===== src/rtl/route_lock_demux_pkg.sv =====
// Shared router types and constants: AXIS stream structs, channel indices,
// header TID, routing-mode and routing-FSM state enums.
package route_lock_demux_pkg;

  // AXIS field widths shared by every port that carries axis_mosi_t.
  localparam int AXIS_DATA_WIDTH = 32;
  localparam int AXIS_ID_WIDTH   = 4;
  localparam int AXIS_DEST_WIDTH = 4;
  localparam int AXIS_USER_WIDTH = 4;

  typedef struct packed {
    logic [AXIS_DATA_WIDTH-1:0] tdata;
    logic [AXIS_ID_WIDTH-1:0]   tid;
    logic [AXIS_DEST_WIDTH-1:0] tdest;
    logic [AXIS_USER_WIDTH-1:0] tuser;
    logic                       tlast;
  } axis_data_t;

  typedef struct packed {
    logic       tvalid;
    axis_data_t data;
  } axis_mosi_t;

  typedef struct packed {
    logic tready;
  } axis_miso_t;

  // Channel indices are carried in 3 bits, so a router has at most 8 ports.
  localparam int MAX_CHANNELS = 8;
  typedef logic [2:0] chan_idx_t;

  localparam chan_idx_t CH_LOCAL = 3'd0;
  localparam chan_idx_t CH_NORTH = 3'd1;  // y + 1
  localparam chan_idx_t CH_EAST  = 3'd2;  // x + 1
  localparam chan_idx_t CH_SOUTH = 3'd3;  // y - 1
  localparam chan_idx_t CH_WEST  = 3'd4;  // x - 1

  // TID value that marks the first (routing) beat of a packet.
  localparam logic [AXIS_ID_WIDTH-1:0] ROUTING_HEADER = 4'hF;

  typedef enum logic {
    ROUTE_XY = 1'b0,  // resolve X first
    ROUTE_YX = 1'b1   // resolve Y first
  } routing_mode_e;

  typedef enum logic [1:0] {
    ST_IDLE = 2'd0,
    ST_FWD  = 2'd1,
    ST_DROP = 2'd2
  } state_e;

  // Width of a mesh coordinate; a one-wide mesh still gets a 1-bit port.
  function automatic int coord_width(input int routers);
    return (routers > 1) ? $clog2(routers) : 1;
  endfunction

endpackage


===== src/rtl/route_lock_demux_route_compute.sv =====
// Dimension-order route computation: maps a header's target coordinates to
// an output channel and flags targets that cannot be routed from here.
module route_compute
  import route_lock_demux_pkg::*;
#(
  parameter  int CHANNEL_NUMBER = 5,
  parameter  int MAX_ROUTERS_X  = 4,
  parameter  int MAX_ROUTERS_Y  = 4,
  parameter  int ROUTER_X       = 0,
  parameter  int ROUTER_Y       = 0,
  parameter  int ROUTING_MODE   = 0,
  localparam int XW             = coord_width(MAX_ROUTERS_X),
  localparam int YW             = coord_width(MAX_ROUTERS_Y)
) (
  input  logic [XW-1:0] target_x,
  input  logic [YW-1:0] target_y,
  output chan_idx_t     route,
  output logic          unroutable
);

  routing_mode_e mode;
  logic [31:0]   tx;
  logic [31:0]   ty;
  logic          x_differs;
  logic          y_differs;
  chan_idx_t     x_chan;
  chan_idx_t     y_chan;

  assign mode = (ROUTING_MODE != 0) ? ROUTE_YX : ROUTE_XY;

  // Pick the channel for the first unresolved axis in routing order.
  always_comb begin
    // NOTE: every output of a combinational block gets a default before any
    // branch, so no path leaves a signal unassigned and no latch is inferred.
    route      = CH_LOCAL;
    unroutable = 1'b0;

    tx        = 32'(target_x);
    ty        = 32'(target_y);
    x_differs = (tx != ROUTER_X);
    y_differs = (ty != ROUTER_Y);
    x_chan    = (tx > ROUTER_X) ? CH_EAST  : CH_WEST;
    y_chan    = (ty > ROUTER_Y) ? CH_NORTH : CH_SOUTH;

    if (mode == ROUTE_XY) begin
      if (x_differs)      route = x_chan;
      else if (y_differs) route = y_chan;
    end else begin
      if (y_differs)      route = y_chan;
      else if (x_differs) route = x_chan;
    end

    // Off-mesh targets, or a direction this router has no port for.
    unroutable = (tx >= MAX_ROUTERS_X) || (ty >= MAX_ROUTERS_Y) ||
                 (32'(route) >= CHANNEL_NUMBER);
  end

endmodule


===== src/rtl/route_lock_demux.sv =====
// Per-input routing stage: steers each packet to one output channel, locks
// that channel from header to TLAST, drops unroutable/malformed packets and
// keeps forwarded/dropped packet statistics. Zero-latency pass-through.
module route_lock_demux
  import route_lock_demux_pkg::*;
#(
  parameter  int DATA_WIDTH     = 32,
  parameter  int ID_WIDTH       = 4,
  parameter  int DEST_WIDTH     = 4,
  parameter  int USER_WIDTH     = 4,
  parameter  int CHANNEL_NUMBER = 5,
  parameter  int MAX_ROUTERS_X  = 4,
  parameter  int MAX_ROUTERS_Y  = 4,
  parameter  int ROUTER_X       = 0,
  parameter  int ROUTER_Y       = 0,
  parameter  int ROUTING_MODE   = 0,
  parameter  int CNT_WIDTH      = 16,
  localparam int XW             = coord_width(MAX_ROUTERS_X),
  localparam int YW             = coord_width(MAX_ROUTERS_Y)
) (
  input  logic                      clk_i,
  input  logic                      rst_i,
  input  axis_mosi_t                in_mosi_i,
  output axis_miso_t                in_miso_o,
  output axis_mosi_t                out_mosi_o [CHANNEL_NUMBER],
  input  axis_miso_t                out_miso_i [CHANNEL_NUMBER],
  input  logic [XW-1:0]             target_x_i,
  input  logic [YW-1:0]             target_y_i,
  output logic [CHANNEL_NUMBER-1:0] busy_o,
  output logic                      drop_o,
  output logic [CNT_WIDTH-1:0]      pkt_cnt_o,
  output logic [CNT_WIDTH-1:0]      drop_cnt_o
);

  // The stream structs have fixed field widths; refuse mismatched overrides.
  if (DATA_WIDTH != AXIS_DATA_WIDTH || ID_WIDTH != AXIS_ID_WIDTH ||
      DEST_WIDTH != AXIS_DEST_WIDTH || USER_WIDTH != AXIS_USER_WIDTH ||
      CHANNEL_NUMBER < 1 || CHANNEL_NUMBER > MAX_CHANNELS) begin : g_param_check
    $error("route_lock_demux: unsupported width or channel parameters");
  end

  state_e                    state_q;
  state_e                    state_d;
  chan_idx_t                 lock_q;
  chan_idx_t                 route;
  chan_idx_t                 sel;
  logic                      unroutable;
  logic                      is_header;
  logic                      fwd_en;
  logic                      in_ready;
  logic                      hs;
  logic                      pkt_done;
  logic                      drop_done;
  logic                      route_ready;
  logic                      lock_ready;
  logic [CHANNEL_NUMBER-1:0] ready_vec;
  logic [CHANNEL_NUMBER-1:0] busy_d;

  route_compute #(
    .CHANNEL_NUMBER (CHANNEL_NUMBER),
    .MAX_ROUTERS_X  (MAX_ROUTERS_X),
    .MAX_ROUTERS_Y  (MAX_ROUTERS_Y),
    .ROUTER_X       (ROUTER_X),
    .ROUTER_Y       (ROUTER_Y),
    .ROUTING_MODE   (ROUTING_MODE)
  ) u_route_compute (
    .target_x   (target_x_i),
    .target_y   (target_y_i),
    .route      (route),
    .unroutable (unroutable)
  );

  assign is_header = (in_mosi_i.data.tid == ROUTING_HEADER);

  // Gather per-channel TREADY and pick out the freshly routed and locked ones.
  always_comb begin
    ready_vec   = '0;
    route_ready = 1'b0;
    lock_ready  = 1'b0;
    for (int c = 0; c < CHANNEL_NUMBER; c++) begin
      ready_vec[c] = out_miso_i[c].tready;
      if (route  == chan_idx_t'(c)) route_ready = ready_vec[c];
      if (lock_q == chan_idx_t'(c)) lock_ready  = ready_vec[c];
    end
  end

  // Next-state, channel select and input TREADY. Nothing is accepted or
  // presented while reset is held.
  always_comb begin
    state_d  = state_q;
    sel      = lock_q;
    fwd_en   = 1'b0;
    in_ready = 1'b0;
    if (!rst_i) begin
      unique case (state_q)
        ST_IDLE: begin
          if (in_mosi_i.tvalid) begin
            if (is_header && !unroutable) begin
              sel      = route;
              fwd_en   = 1'b1;
              in_ready = route_ready;
              if (route_ready && !in_mosi_i.data.tlast) state_d = ST_FWD;
            end else begin
              in_ready = 1'b1;
              if (!in_mosi_i.data.tlast) state_d = ST_DROP;
            end
          end
        end
        ST_FWD: begin
          sel      = lock_q;
          fwd_en   = 1'b1;
          in_ready = lock_ready;
          if (in_mosi_i.tvalid && lock_ready && in_mosi_i.data.tlast) state_d = ST_IDLE;
        end
        ST_DROP: begin
          in_ready = 1'b1;
          if (in_mosi_i.tvalid && in_mosi_i.data.tlast) state_d = ST_IDLE;
        end
        default: state_d = ST_IDLE;
      endcase
    end
  end

  assign hs        = in_mosi_i.tvalid && in_ready;
  assign pkt_done  = hs && in_mosi_i.data.tlast && fwd_en;
  assign drop_done = hs && in_mosi_i.data.tlast && !fwd_en;
  assign in_miso_o.tready = in_ready;

  // Broadcast the data fields; only the selected channel sees TVALID, which
  // depends on input TVALID and state but never on any TREADY.
  always_comb begin
    busy_d = '0;
    for (int c = 0; c < CHANNEL_NUMBER; c++) begin
      out_mosi_o[c].data   = in_mosi_i.data;
      out_mosi_o[c].tvalid = in_mosi_i.tvalid && fwd_en && (sel == chan_idx_t'(c));
      busy_d[c]            = (state_d == ST_FWD) && (sel == chan_idx_t'(c));
    end
  end

  // State, channel lock, busy/drop flags and statistics counters.
  always_ff @(posedge clk_i or posedge rst_i) begin
    // NOTE: registered state uses non-blocking assignments so every flop
    // samples the pre-edge values regardless of statement order.
    if (rst_i) begin
      state_q    <= ST_IDLE;
      lock_q     <= CH_LOCAL;
      busy_o     <= '0;
      drop_o     <= 1'b0;
      pkt_cnt_o  <= '0;
      drop_cnt_o <= '0;
    end else begin
      state_q <= state_d;
      busy_o  <= busy_d;
      drop_o  <= drop_done;
      if (state_q == ST_IDLE && state_d == ST_FWD) lock_q <= sel;
      if (pkt_done) pkt_cnt_o <= pkt_cnt_o + CNT_WIDTH'(1);
      if (drop_done && drop_cnt_o != '1) drop_cnt_o <= drop_cnt_o + CNT_WIDTH'(1);
    end
  end

endmodule


===== config.mk =====
export PLATFORM = sky130hd
export DESIGN_NAME = route_lock_demux
export DESIGN_NICKNAME = d
export VERILOG_FILES = /design/src/rtl/route_lock_demux_pkg.sv /design/src/rtl/route_lock_demux_route_compute.sv /design/src/rtl/route_lock_demux.sv
export SDC_FILE = /design/constraint.sdc
export NUM_CORES = 1
export LEC_CHECK = 0
export ABC_AREA = 1
export CAP_MARGIN = 20
export CORE_AREA = 2 2 127 129
export CTS_BUF_LIST = sky130_fd_sc_hd__clkbuf_4 sky130_fd_sc_hd__clkbuf_8
export CTS_CLUSTER_SIZE = 16
export DETAILED_ROUTE_END_ITERATION = 6
export DIE_AREA = 0 0 129 131
export MAX_ROUTING_LAYER = met4
export PLACE_DENSITY = 0.69
export SKIP_CTS_REPAIR_TIMING = 1
export SLEW_MARGIN = 5
export SYNTH_ARGS = -nofsm -noshare
export SYNTH_HDL_FRONTEND = slang
export SYNTH_SLANG_ARGS = --single-unit

===== constraint.sdc =====
create_clock -name clk_i -period 6.48 [get_ports clk_i]
set_clock_uncertainty 0.05 [all_clocks]
set_input_delay 1.296 -clock clk_i [delete_from_list [all_inputs] [get_ports clk_i]]
set_output_delay 1.296 -clock clk_i [all_outputs]
set_load 0.01 [all_outputs]

==> flow_summary.ini, run 1 <==
[floorplan]
die_area_um2 = 16900
std_cell_rows = 46
io_pins = 326
start_util = 0.285
core_um2 = 15600
die_h_um = 131
fp.dieW_um = 129

[routing]
wire_per_inst_um = 13.7
vias = 2712
drtPass1Iterations = 6
ant_nets = 0
vias_per_cell = 4.11
routed_wl_mm = 9.06
drcViolationCount = 0
drt-initial-drc-count = 147

[grt]
grt_pass1_wl_mm = 13.6
antenna_found_initial = 0
grt_pass1_vias = 2499
grt_max_degree = 48
grt.total_usage = 0.106
overflow = 0

[critical_path]
crit_path_start_kind = primary input
critical_path_arrival_ps = 3650
required_ps = 5130
criticalPathCategory = primary input to primary output
crit_path_max_fanout = 6
worstSetupEndpointType = primary output

[placement]
dpl.hpwl_mm = 7.18
globalplace.congestion = 0.801
port_buffers = 85
placed_cell_area_um2 = 3830

[power]
power.density_nw_per_um2 = 167
p_leak_nw = 1.79
peakVddDrop_mv = 0.0908

[finish]
final_common_cell = clkdlybuf4s50_1
stdcell_area_um2 = 3950
synthToLayoutAreaGrowth_pct = -11.1
drive_gt1_frac = 0.0608
finish.net_count = 502
antennaDiodeCount = 0
layout_common_cells = 85 x clkdlybuf4s50_1, 74 x nand2_1, 55 x inv_1, 43 x dfrtp_1, 42 x nand3_1
n_fill_cell = 1691

[yosys]
synth_top_area_share = 0.381
synth_warnings = 0
yosysSeqAreaShare = 0.242
synth_seq_cells = 43
netlist_top_cells_area = buf_4 38%, dfrtp_1 24%, nand2_1 6.3%
avgSynthCellArea_um2 = 7.63
synthArstFlopShare = 1.00
syn_area_um2 = 4440
syn_nets = 641
syn_inst = 582
synth-edff-count = 0
ys.flop_type = dfrtp_1
synth_top_cell_by_area = buf_4
synth.distinct_cells = 34

[sta]
hold_viol = 0
tns_ps = 0
timing.fmax_mhz = 200
drv_slew = 0
maxSlewHeadroom = 0.438
tightest_slew_ps = 837
rsz0062_at_grt = false
fin_crit_sh = 0.772
setup_viol = 0
post-route-min-period_ps = 5000

[min_path]
hp-class = flip-flop to flip-flop

[cts]
cts.htree.levels = 2
cts.path.max_buffers = 2
cts_made_buffers = 5
clock_insertion_delay_worst_skew_ps = 300
cts_tree = built
cts_root_buf = clkbuf_8
path_clk_slew_ps = 80
cts_sinks = 43

[outcome]
status = completed

[flow_run]
drv_cap = 0
-- final cells by class --
type / count / area, µm² / area share
Sequential cell: 43 / 1080 / 0.273
Clock buffer: 6 / 82.6 / 0.0209
Multi-Input combinational cell: 248 / 1400 / 0.356
Timing Repair Buffer: 86 / 858 / 0.217
Inverter: 59 / 221 / 0.0561
Clock inverter: 2 / 35.0 / 0.00887
Tap cell: 216 / 270 / 0.0685
-- metrics by stage --
stage	hold WS, ps	setup slack, ps	std cells	util	total power, mW
3_3_place_gp	467	1500	652	0.246	0.444
2_1_floorplan	446	1900	582	-	0.515
6_report	500	1480	660	0.253	0.659
3_5_place_dp	492	1480	652	0.246	0.447
5_1_grt	538	1250	660	0.253	0.696
4_1_cts	507	1470	660	0.253	0.671
-- cells by family (layout without fill, tap and decap cells) --
group | count (synthesis) | after routing | share of synthesized area
simple gates | 175 | 175 | 0.195
compound gates | 42 | 42 | 0.0586
buf+inv | 291 | 153 | 0.441
flops | 43 | 43 | 0.242
fa+ha+maj | 2 | 2 | 0.00564
xor+xnor | 29 | 29 | 0.0572
-- worst max-delay path, cell delays in order --
cell             delay [ps]
clkdlybuf4s50_1         570
nand4_1                 210
nor2_2                  170
nand3_1                 160
o21ai_0                 380
nand3_1                 160
nor2_1                  140
clkdlybuf4s50_1         570
-- synth_stat cells, types with 5 or more instances --
cell / instances
nor2_1: 23
buf_4: 225
dfrtp_1: 43
nand4_1: 7
inv_1: 56
buf_2: 5
xor2_1: 20
o21ai_0: 5
o21ai_1: 15
xnor2_1: 9
nand2_1: 74
nand3_1: 42
nor3_1: 9
o21bai_1: 16
-- metal layers --
metal	wire length (µm)	global-route usage	vias to the layer above	share of wire
met5	0	-	-	0
met4	80	0.0243	0	0.0088
li1	-	-	1320	-
met3	1160	0.0586	12	0.13
met1	3260	0.109	1212	0.36
met2	4550	0.179	168	0.50
-- state kept, by name, summed over array words and instances (netlist names) --
signal      cells
busy_o          5
drop_cnt_o     16
state_q         2
pkt_cnt_o      16
lock_q          3
drop_o          1
-- report_power, final --
| part | total [mW] | internal [mW] | switching (mW) |
|---|---|---|---|
| sequential | 0.297 | 0.281 | 0.0156 |
| clock | 0.220 | 0.125 | 0.0948 |
| combinational | 0.142 | 0.0659 | 0.0761 |
| total | 0.659 | 0.472 | 0.187 |
-- worst paths after layout --
| path | from | slack, ps | endpoint | depth (start not counted) |
|---|---|---|---|---|
| setup / recovery | in_mosi_i[12] | 1480 | out_mosi_o[183] | 8 |
| hold / removal | pkt_cnt_o[15] | 500 | pkt_cnt_o[15] | 2 |
| setup reg to reg | drop_cnt_o[0] | 4360 | drop_cnt_o[1] | 7 |
| hold reg to reg | pkt_cnt_o[15] | 500 | pkt_cnt_o[15] | 2 |
| max in group asynchronous | rst_i | 4460 | drop_cnt_o[5] | 3 |
| min in group asynchronous | rst_i | 1500 | pkt_cnt_o[3] | 3 |
(Power assumes the default switching activity.)
==> run 2: changes to the inputs <==
- CORE_AREA: 2 2 127 129 -> 2 2 125 127
- DIE_AREA: 0 0 129 131 -> 0 0 127 129
- PLACE_DENSITY: 0.69 -> 0.74
- clock period: 6.48 -> 4.35 ns (I/O delays scaled with it)
==> run 2 against run 1 <==
Utilization rose by 0.62 points. Non-clock buffer count unchanged. Flip-flop and latch count is the same. Die area fell by 3.1%. Wire length up 0.80%. Via count is 1.5% higher. Critical endpoint is now out_mosi_o[229]. Largest cell class unchanged. Highest routed layer unchanged.
==> flow_summary.ini, run 2 (synthesis results as in run 1) <==
[sta]
whs_ps = 499
drv_slew = 0
maxSlewHeadroom = 0.394
tns_ps = 0
final.setup.worst_slack_ps = 264
fin_crit_sh = 0.939
post-route-min-period_ps = 4090
rsz0062_at_grt = false
tightest_slew_ps = 902
setup_viol = 0
timing.fmax_mhz = 245
hold_viol = 0

[min_path]
hp-class = flip-flop to flip-flop
min_delay_path_depth = 2
hold_path_startpoint = pkt_cnt_o[15]
min_to = pkt_cnt_o[15]

[cts]
cts_sinks = 43
cts.path.max_buffers = 2
cts_root_buf = clkbuf_8
clock_insertion_delay_worst_skew_ps = 320
cts_made_buffers = 5
path_clk_slew_ps = 80
cts.htree.levels = 2
cts_tree = built

[routing]
ant_nets = 0
routed_wl_mm = 9.13
drtPass1Iterations = 4
wire_per_inst_um = 14.4
drt-initial-drc-count = 193
vias = 2754
drcViolationCount = 0
vias_per_cell = 4.36

[critical_path]
crit_path_start_kind = primary input
criticalPathCategory = primary input to primary output
r2r.worst_path.cells = 7
worstSetupEndpointType = primary output
critical_path_arrival_ps = 3170
required_ps = 3430
r2r_end = drop_cnt_o[11]
crit_path_max_fanout = 6
r2r_slack_ps = 2170
r2r_start = drop_cnt_o[0]

[floorplan]
std_cell_rows = 45
fp.dieW_um = 127
die_h_um = 129
io_pins = 326
start_util = 0.296
core_um2 = 15000
die_area_um2 = 16400

[finish]
drive_gt1_frac = 0.0608
finish.net_count = 502
layout_common_cells = 85 x clkdlybuf4s50_1, 74 x nand2_1, 55 x inv_1, 43 x dfrtp_1, 42 x nand3_1
final_common_cell = clkdlybuf4s50_1
largest_registers = drop_cnt_o: 16 flops, pkt_cnt_o: 16 flops, busy_o: 5 flops
antennaDiodeCount = 0
stdcell_area_um2 = 3880
synthToLayoutAreaGrowth_pct = -12.5

[placement]
placed_cell_area_um2 = 3790
port_buffers = 85
globalplace.congestion = 0.897
dpl.hpwl_mm = 6.89
post-place-ws_ps = 189

[grt]
grt_max_degree = 47
overflow = 0
antenna_found_initial = 0
grt_pass1_wl_mm = 14.4
grt.total_usage = 0.116
grt_pass1_vias = 2639

[power]
peakVddDrop_mv = 0.105
power.density_nw_per_um2 = 240
p_leak_nw = 1.77

[flow_run]
drv_cap = 0

[outcome]
status = completed
## run 2: worst max path at each step
stage	start	to	slack, ps	cells after the start
after global placement	in_mosi_i[9]	out_mosi_o[229]	270	10
after global routing	in_mosi_i[9]	out_mosi_o[229]	40	10
after floorplan	rst_i	out_mosi_o[183]	620	5
after CTS	in_mosi_i[12]	out_mosi_o[91]	190	8
final	in_mosi_i[12]	out_mosi_o[229]	260	10
after detailed placement	in_mosi_i[12]	out_mosi_o[91]	190	8
## run 2: layout make-up
type,instances,area [µm²]
fill,1627,11100
sequential,43,1080
clock inverter,2,12.5
timing repair buffer,86,858
tap,188,235
multi-input combinational,248,1400
inverter,59,221
clock buffer,6,76.3
## run 2: power breakdown
part | switching (mW) | internal [mW] | total [mW] | leakage, nW
registers | 0.0213 | 0.419 | 0.441 | 0.505
logic | 0.115 | 0.0982 | 0.213 | 1.22
clock network | 0.160 | 0.119 | 0.279 | 0.0446
total | 0.296 | 0.636 | 0.933 | 1.77
## run 2: per-layer routing
layer,GRT usage,share of wire,vias up
met2,0.187,0.49,156
met5,-,0,-
met1,0.129,0.38,1254
met4,0.0427,0.020,0
li1,-,-,1322
met3,0.0486,0.11,22
## run 2: critical path, cell delays in order
cell	delay, ps
clkdlybuf4s50_1	570
nand4_1	230
nor2_2	180
nand3_1	190
inv_1	160
nor2_1	80
nor2_1	130
nand2_1	80
nor2_1	120
clkdlybuf4s50_1	550
## run 2: metrics by stage
step	utilization	power, mW	cells
floorplan	-	0.767	582
global placement	0.253	0.663	624
detailed placement	0.253	0.665	624
CTS	0.259	0.956	632
global route	0.259	0.992	632
finish	0.259	0.933	632
==> run 3: changes to the inputs <==
- SETUP_SLACK_MARGIN: default -> 0.1
==> run 3 against run 2 <==
Total power rose by 0.17%. Sequential share of layout area shrank 0.089 points. Wire length increased by 0.34%. Combinational power is essentially flat. Via count is 0.15% lower. Worst hold slack did not move. Die area is the same. Clock power is essentially flat. Largest cell class unchanged. Largest power group unchanged. Highest routed layer unchanged.
==> flow_summary.ini, run 3 (synthesis results as in run 1) <==
[critical_path]
crit_path_start_kind = primary input
setup.worst_path.end = out_mosi_o[229]
r2r.worst_path.cells = 7
r2r_end = drop_cnt_o[11]
required_ps = 3430
critical_path_arrival_ps = 3070
crit_path_max_fanout = 6
r2r_slack_ps = 2160
crit_start = in_mosi_i[9]
criticalPathCategory = primary input to primary output
r2r_start = drop_cnt_o[0]
worstSetupEndpointType = primary output

[grt]
antenna_found_initial = 0
grt_pass1_vias = 2639
overflow = 0
grt.total_usage = 0.116
grt_max_degree = 47
grt_pass1_wl_mm = 14.4

[routing]
wl_met2_mm = 4.48
wire_per_inst_um = 14.5
drtPass1Iterations = 4
met1_length_mm = 3.48
vias_per_cell = 4.34
drt-initial-drc-count = 183
top_layer = met4
vias = 2750
drcViolationCount = 0
wl_met3_mm = 1.02
ant_nets = 0
routed_wl_mm = 9.16

[sta]
fin_crit_sh = 0.917
maxSlewHeadroom = 0.387
setup_viol = 0
tightest_slew_ps = 912
rsz0062_at_grt = false
post-route-min-period_ps = 3990
timing.fmax_mhz = 251
tns_ps = 0
hold_viol = 0
drv_slew = 0
final.setup.worst_slack_ps = 360

[power]
p_leak_nw = 1.78
power.density_nw_per_um2 = 240
power.internal_uw = 637
peakVddDrop_mv = 0.105
pwr-share-clk = 0.299
pwr-share-seq = 0.471
switchingPower_uw = 298
p_comb_frac = 0.230
switching_share = 0.319

[placement]
globalplace.congestion = 0.897
post-place-ws_ps = 189
dpl.hpwl_mm = 6.89
port_buffers = 85

[floorplan]
die_h_um = 129
fp.dieW_um = 127
io_pins = 326
std_cell_rows = 45
die_area_um2 = 16400
core_um2 = 15000
start_util = 0.296

[cts]
cts_sinks = 43
cts_root_buf = clkbuf_8
cts_made_buffers = 5
clock_insertion_delay_worst_skew_ps = 320
cts.path.max_buffers = 2
cts.htree.levels = 2
cts_tree = built
path_clk_slew_ps = 80

[finish]
layout_common_cells = 85 x clkdlybuf4s50_1, 74 x nand2_1, 55 x inv_1, 43 x dfrtp_1, 41 x nand3_1
largest_registers = drop_cnt_o: 16 flops, pkt_cnt_o: 16 flops, busy_o: 5 flops
drive_gt1_frac = 0.0652
final_common_cell = clkdlybuf4s50_1
finish.net_count = 503
synthToLayoutAreaGrowth_pct = -12.2
fin_util = 0.260
antennaDiodeCount = 0

[min_path]
hp-class = flip-flop to flip-flop

[outcome]
status = completed

[flow_run]
drv_cap = 0
-- run 3: cell count changes in the layout (fill, tap and decap cells not counted) --
cell / before / now
buf_4: 1 / 2
nand3_1: 42 / 41
nand3_2: 1 / 2
-- run 3: per-stage QoR --
step | hold slack, ps | area [µm²] | cells | power, mW
after floorplan | 446 | 4440 | 582 | 0.767
after global placement | 477 | 3790 | 624 | 0.663
after detailed placement | 483 | 3790 | 624 | 0.665
after CTS | 503 | 3880 | 632 | 0.956
after global routing | 561 | 3900 | 633 | 0.993
final | 499 | 3900 | 633 | 0.934
-- run 3: worst min path at each step --
stage             startpoint            end  slack (ps)  cells after the start
2_1_floorplan      lock_q[0]      lock_q[0]         450                      2
3_3_place_gp   pkt_cnt_o[15]  pkt_cnt_o[15]         480                      2
3_5_place_dp   pkt_cnt_o[15]  pkt_cnt_o[15]         480                      2
4_1_cts        pkt_cnt_o[15]  pkt_cnt_o[15]         500                      2
5_1_grt         pkt_cnt_o[0]   pkt_cnt_o[0]         560                      1
6_report       pkt_cnt_o[15]  pkt_cnt_o[15]         500                      2
-- run 3: layout make-up --
type,count,area (µm²)
Timing Repair Buffer,87,866
Multi-Input combinational cell,248,1410
Tap cell,188,235
Clock buffer,6,76.3
Inverter,59,221
Fill cell,1623,11100
Clock inverter,2,12.5
Sequential cell,43,1080
-- run 3: metal layers --
metal | vias to the layer above | GRT usage
met2 | 163 | 0.187
met3 | 22 | 0.0486
li1 | 1319 | -
met4 | 0 | 0.0427
met5 | - | -
met1 | 1246 | 0.129
-- run 3: power groups by stage --
stage | Combinational, mW | Clock (mW) | Sequential (mW)
final | 0.215 | 0.279 | 0.440
after global routing | 0.236 | 0.312 | 0.445
after CTS | 0.218 | 0.298 | 0.441
after detailed placement | 0.217 | 0 | 0.449
after global placement | 0.214 | 0 | 0.448
after floorplan | 0.315 | 0 | 0.451
-- run 3: critical path, cell delays in order --
cell and delay, ps:
clkdlybuf4s50_1 570, nand4_1 200, nor2_2 180, nand3_2 140, inv_1 130, nor2_1 80
nor2_1 130, nand2_1 80, nor2_1 120, clkdlybuf4s50_1 550
